<file path="src/rtl/recovery_ctrl_if.sv">
// Bundle between the retire stage and the mispredict recovery controller.
// master: retire-side driver (inputs of the controller); slave: the controller.
interface recovery_ctrl_if #(
    parameter int N_WAY             = 2,
    parameter int CDB_BITS          = 6,
    parameter int XLEN              = 32,
    parameter int RESTORE_PER_CYCLE = 4
) ();
    logic                                  branch_haz;
    logic [XLEN-1:0]                       retire_branch_PC;
    logic [N_WAY-1:0]                      retire_halt;
    logic [32*CDB_BITS-1:0]                arch_reg_next;

    logic                                  stall_dispatch;
    logic                                  flush;
    logic                                  restore_valid;
    logic [4:0]                            restore_idx;
    logic [RESTORE_PER_CYCLE*CDB_BITS-1:0] restore_tag;
    logic                                  redirect_valid;
    logic [XLEN-1:0]                       redirect_pc;
    logic                                  halted;

    modport master (
        output branch_haz, retire_branch_PC, retire_halt, arch_reg_next,
        input  stall_dispatch, flush, restore_valid, restore_idx, restore_tag,
               redirect_valid, redirect_pc, halted
    );

    modport slave (
        input  branch_haz, retire_branch_PC, retire_halt, arch_reg_next,
        output stall_dispatch, flush, restore_valid, restore_idx, restore_tag,
               redirect_valid, redirect_pc, halted
    );
endinterface

</file>
<file path="src/rtl/recovery_ctrl.sv">
// Mispredict recovery sequencer: on a retiring mispredicted branch it flushes
// the pipeline, replays the architectural map into the rename map a group at
// a time, then redirects fetch. A retired halt parks the core until reset.
module recovery_ctrl #(
    parameter int N_WAY             = 2,
    parameter int CDB_BITS          = 6,
    parameter int XLEN              = 32,
    parameter int RESTORE_PER_CYCLE = 4
) (
    input logic            clock,
    input logic            reset,
    recovery_ctrl_if.slave bus
);
    localparam int GROUPS     = 32 / RESTORE_PER_CYCLE;
    localparam int CNT_W      = (GROUPS > 1) ? $clog2(GROUPS) : 1;
    localparam int GROUP_BITS = RESTORE_PER_CYCLE * CDB_BITS;

    typedef enum logic [2:0] {
        IDLE     = 3'd0,
        FLUSH    = 3'd1,
        RESTORE  = 3'd2,
        REDIRECT = 3'd3,
        HALTED   = 3'd4
    } state_t;

    state_t                 state_reg, state_next;
    logic [CNT_W-1:0]       cnt_reg, cnt_next;
    logic [XLEN-1:0]        pc_reg;
    logic [32*CDB_BITS-1:0] snapshot_reg;
    logic                   capture;

    // Snapshot viewed as one tag slice per restore group.
    logic [GROUP_BITS-1:0]  group_tags [GROUPS];

    genvar gi;
    generate
        for (gi = 0; gi < GROUPS; gi++) begin : g_group
            assign group_tags[gi] = snapshot_reg[gi*GROUP_BITS +: GROUP_BITS];
        end
    endgenerate

    // State and group counter registers.
    always_ff @(posedge clock or negedge reset) begin
        if (!reset) begin
            state_reg <= IDLE;
            cnt_reg   <= '0;
        end else begin
            state_reg <= state_next;
            cnt_reg   <= cnt_next;
        end
    end

    // Target PC and architectural map are captured only when recovery starts,
    // so later changes on the retire bus cannot corrupt an ongoing restore.
    always_ff @(posedge clock or negedge reset) begin
        if (!reset) begin
            pc_reg       <= '0;
            snapshot_reg <= '0;
        end else if (capture) begin
            pc_reg       <= bus.retire_branch_PC;
            snapshot_reg <= bus.arch_reg_next;
        end
    end

    // Next-state logic; halt wins over a same-cycle mispredict, and the retire
    // inputs are only looked at while idle.
    always_comb begin
        state_next = state_reg;
        cnt_next   = cnt_reg;
        capture    = 1'b0;
        case (state_reg)
            IDLE: begin
                if (|bus.retire_halt) begin
                    state_next = HALTED;
                end else if (bus.branch_haz) begin
                    state_next = FLUSH;
                    capture    = 1'b1;
                end
            end
            FLUSH: begin
                cnt_next   = '0;
                state_next = RESTORE;
            end
            RESTORE: begin
                // Hold on the last group instead of wrapping back to group 0.
                if (cnt_reg == CNT_W'(GROUPS - 1)) begin
                    state_next = REDIRECT;
                end else begin
                    cnt_next = cnt_reg + 1'b1;
                end
            end
            REDIRECT: begin
                state_next = IDLE;
            end
            HALTED: begin
                state_next = HALTED;
            end
            default: begin
                state_next = IDLE;
            end
        endcase
    end

    // Outputs decode registered state only; data buses are zero when not valid.
    always_comb begin
        bus.stall_dispatch = 1'b0;
        bus.flush          = 1'b0;
        bus.restore_valid  = 1'b0;
        bus.restore_idx    = 5'd0;
        bus.restore_tag    = '0;
        bus.redirect_valid = 1'b0;
        bus.redirect_pc    = '0;
        bus.halted         = 1'b0;
        case (state_reg)
            FLUSH: begin
                bus.flush          = 1'b1;
                bus.stall_dispatch = 1'b1;
            end
            RESTORE: begin
                bus.restore_valid  = 1'b1;
                bus.stall_dispatch = 1'b1;
                bus.restore_idx    = 5'(5'(cnt_reg) * 5'(RESTORE_PER_CYCLE));
                bus.restore_tag    = group_tags[cnt_reg];
            end
            REDIRECT: begin
                bus.redirect_valid = 1'b1;
                bus.redirect_pc    = pc_reg;
                bus.stall_dispatch = 1'b1;
            end
            HALTED: begin
                bus.halted         = 1'b1;
                bus.stall_dispatch = 1'b1;
            end
            default: ;
        endcase
    end
endmodule

</file>
<file path="src/flat_wrapper.sv">
// flat-port wrapper written by rule: the top's interface ports become plain ports
module recovery_ctrl_flat 
#(
    parameter int N_WAY             = 2,
    parameter int CDB_BITS          = 6,
    parameter int XLEN              = 32,
    parameter int RESTORE_PER_CYCLE = 4
)
  (clock, reset, bus_branch_haz, bus_retire_branch_PC, bus_retire_halt, bus_arch_reg_next, bus_stall_dispatch, bus_flush, bus_restore_valid, bus_restore_idx, bus_restore_tag, bus_redirect_valid, bus_redirect_pc, bus_halted);
  recovery_ctrl_if #(.N_WAY(N_WAY), .CDB_BITS(CDB_BITS), .XLEN(XLEN), .RESTORE_PER_CYCLE(RESTORE_PER_CYCLE)) bus_i ();
  input logic clock;
  input logic reset;
  input wire logic [$bits(bus_i.branch_haz)-1:0] bus_branch_haz;
  input wire logic [$bits(bus_i.retire_branch_PC)-1:0] bus_retire_branch_PC;
  input wire logic [$bits(bus_i.retire_halt)-1:0] bus_retire_halt;
  input wire logic [$bits(bus_i.arch_reg_next)-1:0] bus_arch_reg_next;
  output wire logic [$bits(bus_i.stall_dispatch)-1:0] bus_stall_dispatch;
  output wire logic [$bits(bus_i.flush)-1:0] bus_flush;
  output wire logic [$bits(bus_i.restore_valid)-1:0] bus_restore_valid;
  output wire logic [$bits(bus_i.restore_idx)-1:0] bus_restore_idx;
  output wire logic [$bits(bus_i.restore_tag)-1:0] bus_restore_tag;
  output wire logic [$bits(bus_i.redirect_valid)-1:0] bus_redirect_valid;
  output wire logic [$bits(bus_i.redirect_pc)-1:0] bus_redirect_pc;
  output wire logic [$bits(bus_i.halted)-1:0] bus_halted;
  assign bus_i.branch_haz = bus_branch_haz;
  assign bus_i.retire_branch_PC = bus_retire_branch_PC;
  assign bus_i.retire_halt = bus_retire_halt;
  assign bus_i.arch_reg_next = bus_arch_reg_next;
  assign bus_stall_dispatch = bus_i.stall_dispatch;
  assign bus_flush = bus_i.flush;
  assign bus_restore_valid = bus_i.restore_valid;
  assign bus_restore_idx = bus_i.restore_idx;
  assign bus_restore_tag = bus_i.restore_tag;
  assign bus_redirect_valid = bus_i.redirect_valid;
  assign bus_redirect_pc = bus_i.redirect_pc;
  assign bus_halted = bus_i.halted;
  recovery_ctrl #(.N_WAY(N_WAY), .CDB_BITS(CDB_BITS), .XLEN(XLEN), .RESTORE_PER_CYCLE(RESTORE_PER_CYCLE)) u_core (.clock(clock), .reset(reset), .bus(bus_i));
endmodule
</file>
<file path="config.mk">
export PLATFORM = sky130hd
export DESIGN_NAME = recovery_ctrl_flat
export DESIGN_NICKNAME = d
export VERILOG_FILES = /design/src/rtl/recovery_ctrl_if.sv /design/src/rtl/recovery_ctrl.sv /design/src/flat_wrapper.sv
export SDC_FILE = /design/constraint.sdc
export NUM_CORES = 1
export LEC_CHECK = 0
export ABC_AREA = 1
export CAP_MARGIN = 20
export CORE_ASPECT_RATIO = 0.75
export CORE_MARGIN = 5
export CORE_UTILIZATION = 45
export DETAILED_ROUTE_END_ITERATION = 6
export PLACE_DENSITY = 0.77
export SYNTH_ARGS = -nofsm -noshare
export SYNTH_HDL_FRONTEND = slang
export SYNTH_SLANG_ARGS = --single-unit
</file>
<file path="constraint.sdc">
create_clock -name clock -period 1.63 [get_ports clock]
set_clock_uncertainty 0.2 [all_clocks]
set_input_delay 0.163 -clock clock [delete_from_list [all_inputs] [get_ports clock]]
set_output_delay 0.163 -clock clock [all_outputs]
set_load 0.1 [all_outputs]
</file>
==> impl_metrics.csv, run 1 <==
group,metric,value,unit
run_status,run_status,"finished with violations",
run_status,violations,"negative hold slack, negative setup slack",
placed_design,io_buffers,292,
logic_synthesis,yosysWarnings,0,
die,dieArea,29900,sq um
placed_design,placed_cells,2335,
setup_path,end_kind,"primary output",
routing,drc_errors,0,
setup_path,r2r_end,"u_core.snapshot_reg[35]$_DFFE_PN0P_",
logic_synthesis,synth.avg_cell_area,6.89,sq um
sta,drv_slew,0,
grt,grt_remaining_overflow,0,
logic_synthesis,netlist_area,11900,sq um
setup_path,arrival,2.16,ns
die,die_x,198,microns
sta,fmax,397,MHz
clocking,clk_pin_slew,0.07,ns
die,core_area,26000,sq um
grt,grt_use_met2,48.1,%
die,start_util,45.8,%
placed_design,dp.final_hpwl,29400,microns
grt,grt_pass1_wl,71700,microns
placed_design,gp_congestion,0.903,
setup_path,crit_path_start_kind,"flop",
grt,busiest_layer,"met2",
logic_synthesis,ys_ff_latch,230,
setup_path,reg2reg_depth,12,
logic_synthesis,seq_area_frac_synth,48.3,%
finish,largest_reg_flops,192,
finish,drive_gt1_share,21.5,%
sta,setup_tns,-152.40,ns
routing,ant_nets,0,
sta,setup_viol,292,
power_and_ir_drop,leakage,10.5,nW
min_path,holdPathEnd,"u_core.snapshot_reg[81]$_DFFE_PN0P_",
clocking,cts_max_level,1,
grt,grt_use_met3,5.92,%
routing,first_pass_iters,5,
finish,layout_commonest_cell,"nand2_1",
min_path,hp-class,"primary input to flop",
clocking,cts_buffers,25,
clocking,clock-sinks,230,
clocking,cts_tree,"done",
setup_path,crit_fanout,15,
sta,fin_crit_sh,155,%
setup_path,reg2reg_slack,-0.56,ns
finish,nets,2447,
clocking,clock_latency,0.56,ns
setup_path,crit_required,1.27,ns
finish,fillerInstances,1525,
routing,routed_wl,51200,microns
die,die_h,151,microns
sta,fin_crit,2.52,ns
grt,use_met1,41.5,%
grt,grt_pass1_vias,13400,
setup_path,rr_startpoint,"u_core.state_reg[0]$_DFFE_PN0P_",
routing,avgViaCountPerCell,5.35,
finish,multi_input_area,6120,sq um
logic_synthesis,netlist_instances,1730,
logic_synthesis,yosysUniqueCellTypes,17,
sta,hold_viol_final,4,
power_and_ir_drop,p_per_area,603,nW/um^2
min_path,hold_depth,3,
sta,whs,-0.00837,ns
routing,vias,13800,
die,rows,51,
setup_path,criticalPathCategory,"flop to primary output",
finish,ff_latch_area,5760,sq um
finish,layoutNonFillerInstCount,2583,
die,boundaryPins,295,
power_and_ir_drop,peakVddDrop,0.820,mV
routing,drt_iter0_markers,1341,
grt,antenna_found_initial,3,
finish,area_delta_synth_final,79.2,%
sta,fin_ws,-0.889,ns
finish,final_cell_mix,"636 x nand2_1, 289 x nand3_1, 231 x inv_1",
sta,grt_setup_unrepaired,"true",
clocking,clk_path_buf_depth,3,
grt,grt_max_degree,86,
grt,grtUsageTotal,30.0,%
routing,wl_per_cell,19.8,microns
min_path,hp-start,"bus_arch_reg_next[81]",
run,max_cap_viol_count,0,
clocking,cts_root_buf,"clkbuf_16",
## final cells by class
class | instances | area share (%)
Timing Repair Buffer | 568 | 34.0
Multi-Input combinational cell | 1153 | 28.6
Sequential cell | 230 | 27.0
Inverter | 238 | 4.31
Clock buffer | 33 | 3.40
Tap cell | 344 | 2.01
Clock inverter | 13 | 0.632
Antenna cell | 4 | 0.0468
## cells by family (layout without fill, tap and decap cells)
logic type      count (synthesis)  count (layout)  share of synthesized area, %
compound gates                  1               1                        0.0419
simple gates                 1145            1148                          39.7
flops                         230             230                          48.3
other cells                     1               6                        0.0314
fa+ha+maj                       2               2                         0.210
buf+inv                       351             852                          11.8
## how the worst max path moves through the flow
stage                                    start                  end  slack [ns]  cells after the start
6_report       u_core.state_reg[0]$_DFFE_PN0P_   bus_restore_tag[1]       -0.89                      7
5_1_grt        u_core.state_reg[0]$_DFFE_PN0P_  bus_restore_tag[15]       -0.94                      7
4_1_cts          u_core.cnt_reg[0]$_DFFE_PN0P_  bus_restore_tag[12]       -0.78                      8
3_5_place_dp     u_core.cnt_reg[0]$_DFFE_PN0P_   bus_restore_tag[7]       -0.31                      8
3_3_place_gp     u_core.cnt_reg[0]$_DFFE_PN0P_   bus_restore_tag[7]       -0.31                      8
2_1_floorplan  u_core.state_reg[1]$_DFFE_PN0P_   bus_stall_dispatch       -0.67                      5
## through the flow
| step | power (mW) | hold slack, ns | utilization [%] | cell area [sq um] | setup slack, ns |
|---|---|---|---|---|---|
| finish | 12.9 | -0.00837 | 82.1 | 21400 | -0.889 |
| global route | 13.2 | 0.00275 | 82.1 | 21400 | -0.936 |
| CTS | 12.9 | 0.0000919 | 77.7 | 20200 | -0.784 |
| detailed placement | 6.66 | -0.168 | 66.1 | 17200 | -0.306 |
| global placement | 6.66 | -0.167 | 66.1 | 17200 | -0.309 |
| floorplan | 5.90 | -0.333 | - | 12600 | -0.666 |
## routing by layer
layer,up-vias,part of all wire (%)
li1,6222,-
met1,6597,40
met2,835,47
met3,174,9.2
met4,0,4.1
met5,-,0
## critical path, stage by stage, from the launching register on
cell and delay (ns):
dfrtp_1 0.44, nor2_2 0.19, nand2_2 0.12, nor2_2 0.26, buf_12 0.22, nand2_2 0.12
nand2_8 0.08, buf_12 0.17
## Yosys cell counts
master	n	area share (%)
buf_4	2	0.13
inv_1	236	7.4
nand2_2	1	0.052
inv_2	2	0.063
dfrtp_1	230	48
nand3_1	324	14
clkbuf_1	44	1.4
nor2_4	1	0.094
nor3_4	1	0.14
nand4_1	3	0.16
buf_1	6	0.19
nor2_1	43	1.4
conb_1	1	0.031
buf_2	61	2.6
nand2_1	772	24
ha_1	2	0.21
a21oi_1	1	0.042
## power breakdown
part | leakage (nW) | switching, mW | internal, mW
clock network | 0.425 | 2.56 | 3.47
registers | 3.21 | 0 | 5.71
logic | 6.91 | 0.400 | 0.756
## timing repair
item | 4_1_cts | 5_1_grt
gates resized for setup | 122 | 121
endpoints found under the hold margin | 360 | 0
hold buffers | 133 | 0
cloned | 10 | 31
buffers inserted | 17 | 18
endpoints found under the setup margin | 292 | 292
pin swaps | 34 | 50
(Power assumes the default switching activity.)
==> run 2, diff against run 1 <==
Settings changed: SLEW_MARGIN from default to 20.
==> results of run 2 <==
The final DEF is identical to that of run 1; final timing and power are the same.
==> run 3, diff against run 2 <==
Settings changed: CORE_ASPECT_RATIO 0.75 to 1.5, SLEW_MARGIN 20 to default.
==> run 3 against run 2 <==
  * The run ends with negative setup slack left
  * Register-to-register slack about the same
  * Core utilization decreased by 2.4 points
  * First-iteration DRC count decreased by 18%
==> impl_metrics.csv, run 3 (synthesized netlist as in run 1, its figures left out) <==
group,metric,value,unit
run_status,violations,"negative setup slack",
clocking,clk_pin_slew,0.07,ns
routing,routed_wl,50600,microns
die,dieArea,29900,sq um
clocking,cts_max_level,1,
setup_path,crit_path_start_kind,"flop",
placed_design,placed_cells,2328,
clocking,clk_path_buf_depth,3,
sta,relSlewSlack,35.4,%
grt,antenna_found_initial,9,
routing,avgViaCountPerCell,5.40,
setup_path,critPathBufInv,3,
die,rows,73,
die,start_util,45.3,%
setup_path,path_cells,"buf_12 > buf_12 > nand2_1 > nand3_1 > nand2_1 > nand2_2 > nand2_8 > buf_12",
setup_path,crit_slowest_cell,"dfrtp_4",
routing,wl_per_cell,20.4,microns
setup_path,arrival,2.13,ns
clocking,clock_latency,0.53,ns
clocking,clock-sinks,230,
setup_path,max_stage_delay,0.52,ns
clocking,cts_buffers,25,
min_path,hp-class,"primary input to flop",
placed_design,dp_slack,-0.382,ns
finish,layout_commonest_cell,"nand2_1",
grt,grt_pass1_wl,70600,microns
setup_path,crit_required,1.27,ns
clocking,cts_root_buf,"clkbuf_16",
die,boundaryPins,295,
setup_path,crit_fanout,40,
grt,grt_max_degree,83,
sta,fin_ws,-0.864,ns
sta,fin_crit,2.49,ns
setup_path,end_kind,"primary output",
routing,first_pass_iters,7,
routing,drc_errors,0,
clocking,cts_tree,"done",
placed_design,io_buffers,292,
power_and_ir_drop,p_total,12.6,mW
finish,final_cell_mix,"479 x nand2_1, 315 x nand3_1, 229 x inv_1",
sta,fmax,401,MHz
run_status,run_status,"finished with violations",
sta,grt_setup_unrepaired,"true",
die,core_area,26300,sq um
die,die_h,209,microns
grt,grtUsageTotal,29.9,%
sta,drv_slew,0,
power_and_ir_drop,p_per_area,602,nW/um^2
setup_path,worst_path_most_repeated_cell,"buf_12",
sta,whs,0.000132,ns
sta,hold_viol_final,0,
placed_design,gp_congestion,0.900,
finish,drive_gt1_share,28.5,%
setup_path,cp_top_family,"buffers and inverters",
finish,layoutNonFillerInstCount,2480,
power_and_ir_drop,peakVddDrop,0.840,mV
finish,nets,2348,
die,die_x,143,microns
setup_path,criticalPathCategory,"flop to primary output",
routing,drt_iter0_markers,1104,
sta,fin_crit_sh,153,%
placed_design,dp.final_hpwl,28600,microns
finish,utilization,79.7,%
power_and_ir_drop,leakage,10.0,nW
grt,grt_remaining_overflow,0,
grt,grt_pass1_vias,13200,
routing,ant_nets,0,
finish,largest_reg_flops,192,
routing,vias,13400,
run,max_cap_viol_count,0,
sta,tightest_slew,0.965,ns
sta,setup_viol,311,
finish,area_delta_synth_final,75.8,%
==> run 3: repair_timing <==
item,4_1_cts,5_1_grt
endpoints found under the setup margin,291,311
pin swaps,21,16
setup buffers,24,13
hold buffers,33,1
endpoints found under the hold margin,261,1
gates resized for setup,109,341
gates cloned,24,15
==> run 3: tightest hold or removal path, stage by stage <==
cell and delay, ns:
clkdlybuf4s50_1 0.40, nand3_1 0.08, nand2_1 0.05
==> run 3: metrics by stage <==
step | cell area [sq um] | setup TNS (ns)
after floorplan | 12600 | -19.87
after global placement | 17100 | -73.31
after detailed placement | 17100 | -79.34
after CTS | 19600 | -149.71
after global routing | 21000 | -177.19
final | 21000 | -147.99
==> run 3: power breakdown <==
| group | total [mW] | internal, mW | switching, mW |
|---|---|---|---|
| Combinational | 0.968 | 0.588 | 0.380 |
| Clock | 5.94 | 3.51 | 2.43 |
| Sequential | 5.71 | 5.71 | 0 |
| Total | 12.6 | 9.81 | 2.81 |
==> run 3: final timing paths <==
check	startpoint	slack (ns)	to	cells after the start
setup / recovery	u_core.cnt_reg[0]$_DFFE_PN0P_	-0.86	bus_restore_tag[15]	8
hold / removal	bus_arch_reg_next[18]	0.0001	u_core.snapshot_reg[18]$_DFFE_PN0P_	3
setup reg to reg	u_core.state_reg[0]$_DFFE_PN0P_	-0.55	u_core.snapshot_reg[188]$_DFFE_PN0P_	13
hold reg to reg	u_core.snapshot_reg[25]$_DFFE_PN0P_	0.27	u_core.snapshot_reg[25]$_DFFE_PN0P_	2
min in group asynchronous	reset	0.06	u_core.snapshot_reg[72]$_DFFE_PN0P_	3
max in group asynchronous	reset	-0.19	u_core.snapshot_reg[38]$_DFFE_PN0P_	3
==> run 3: area by class of cell <==
type | count | area (sq um)
inverter | 238 | 912
multi-input combinational | 1155 | 6720
tap | 337 | 422
clock inverter | 11 | 139
clock buffer | 33 | 706
timing repair buffer | 467 | 6280
antenna | 9 | 22.5
sequential | 230 | 5760
fill | 1564 | 5340
==> run 3: metal layers <==
layer	up-vias	global-route usage, %	share of wire (%)
met5	-	0	0
met4	0	14.6	6.1
met3	187	4.10	6.4
met2	672	52.9	53
met1	6471	35.0	35
li1	6056	-	-
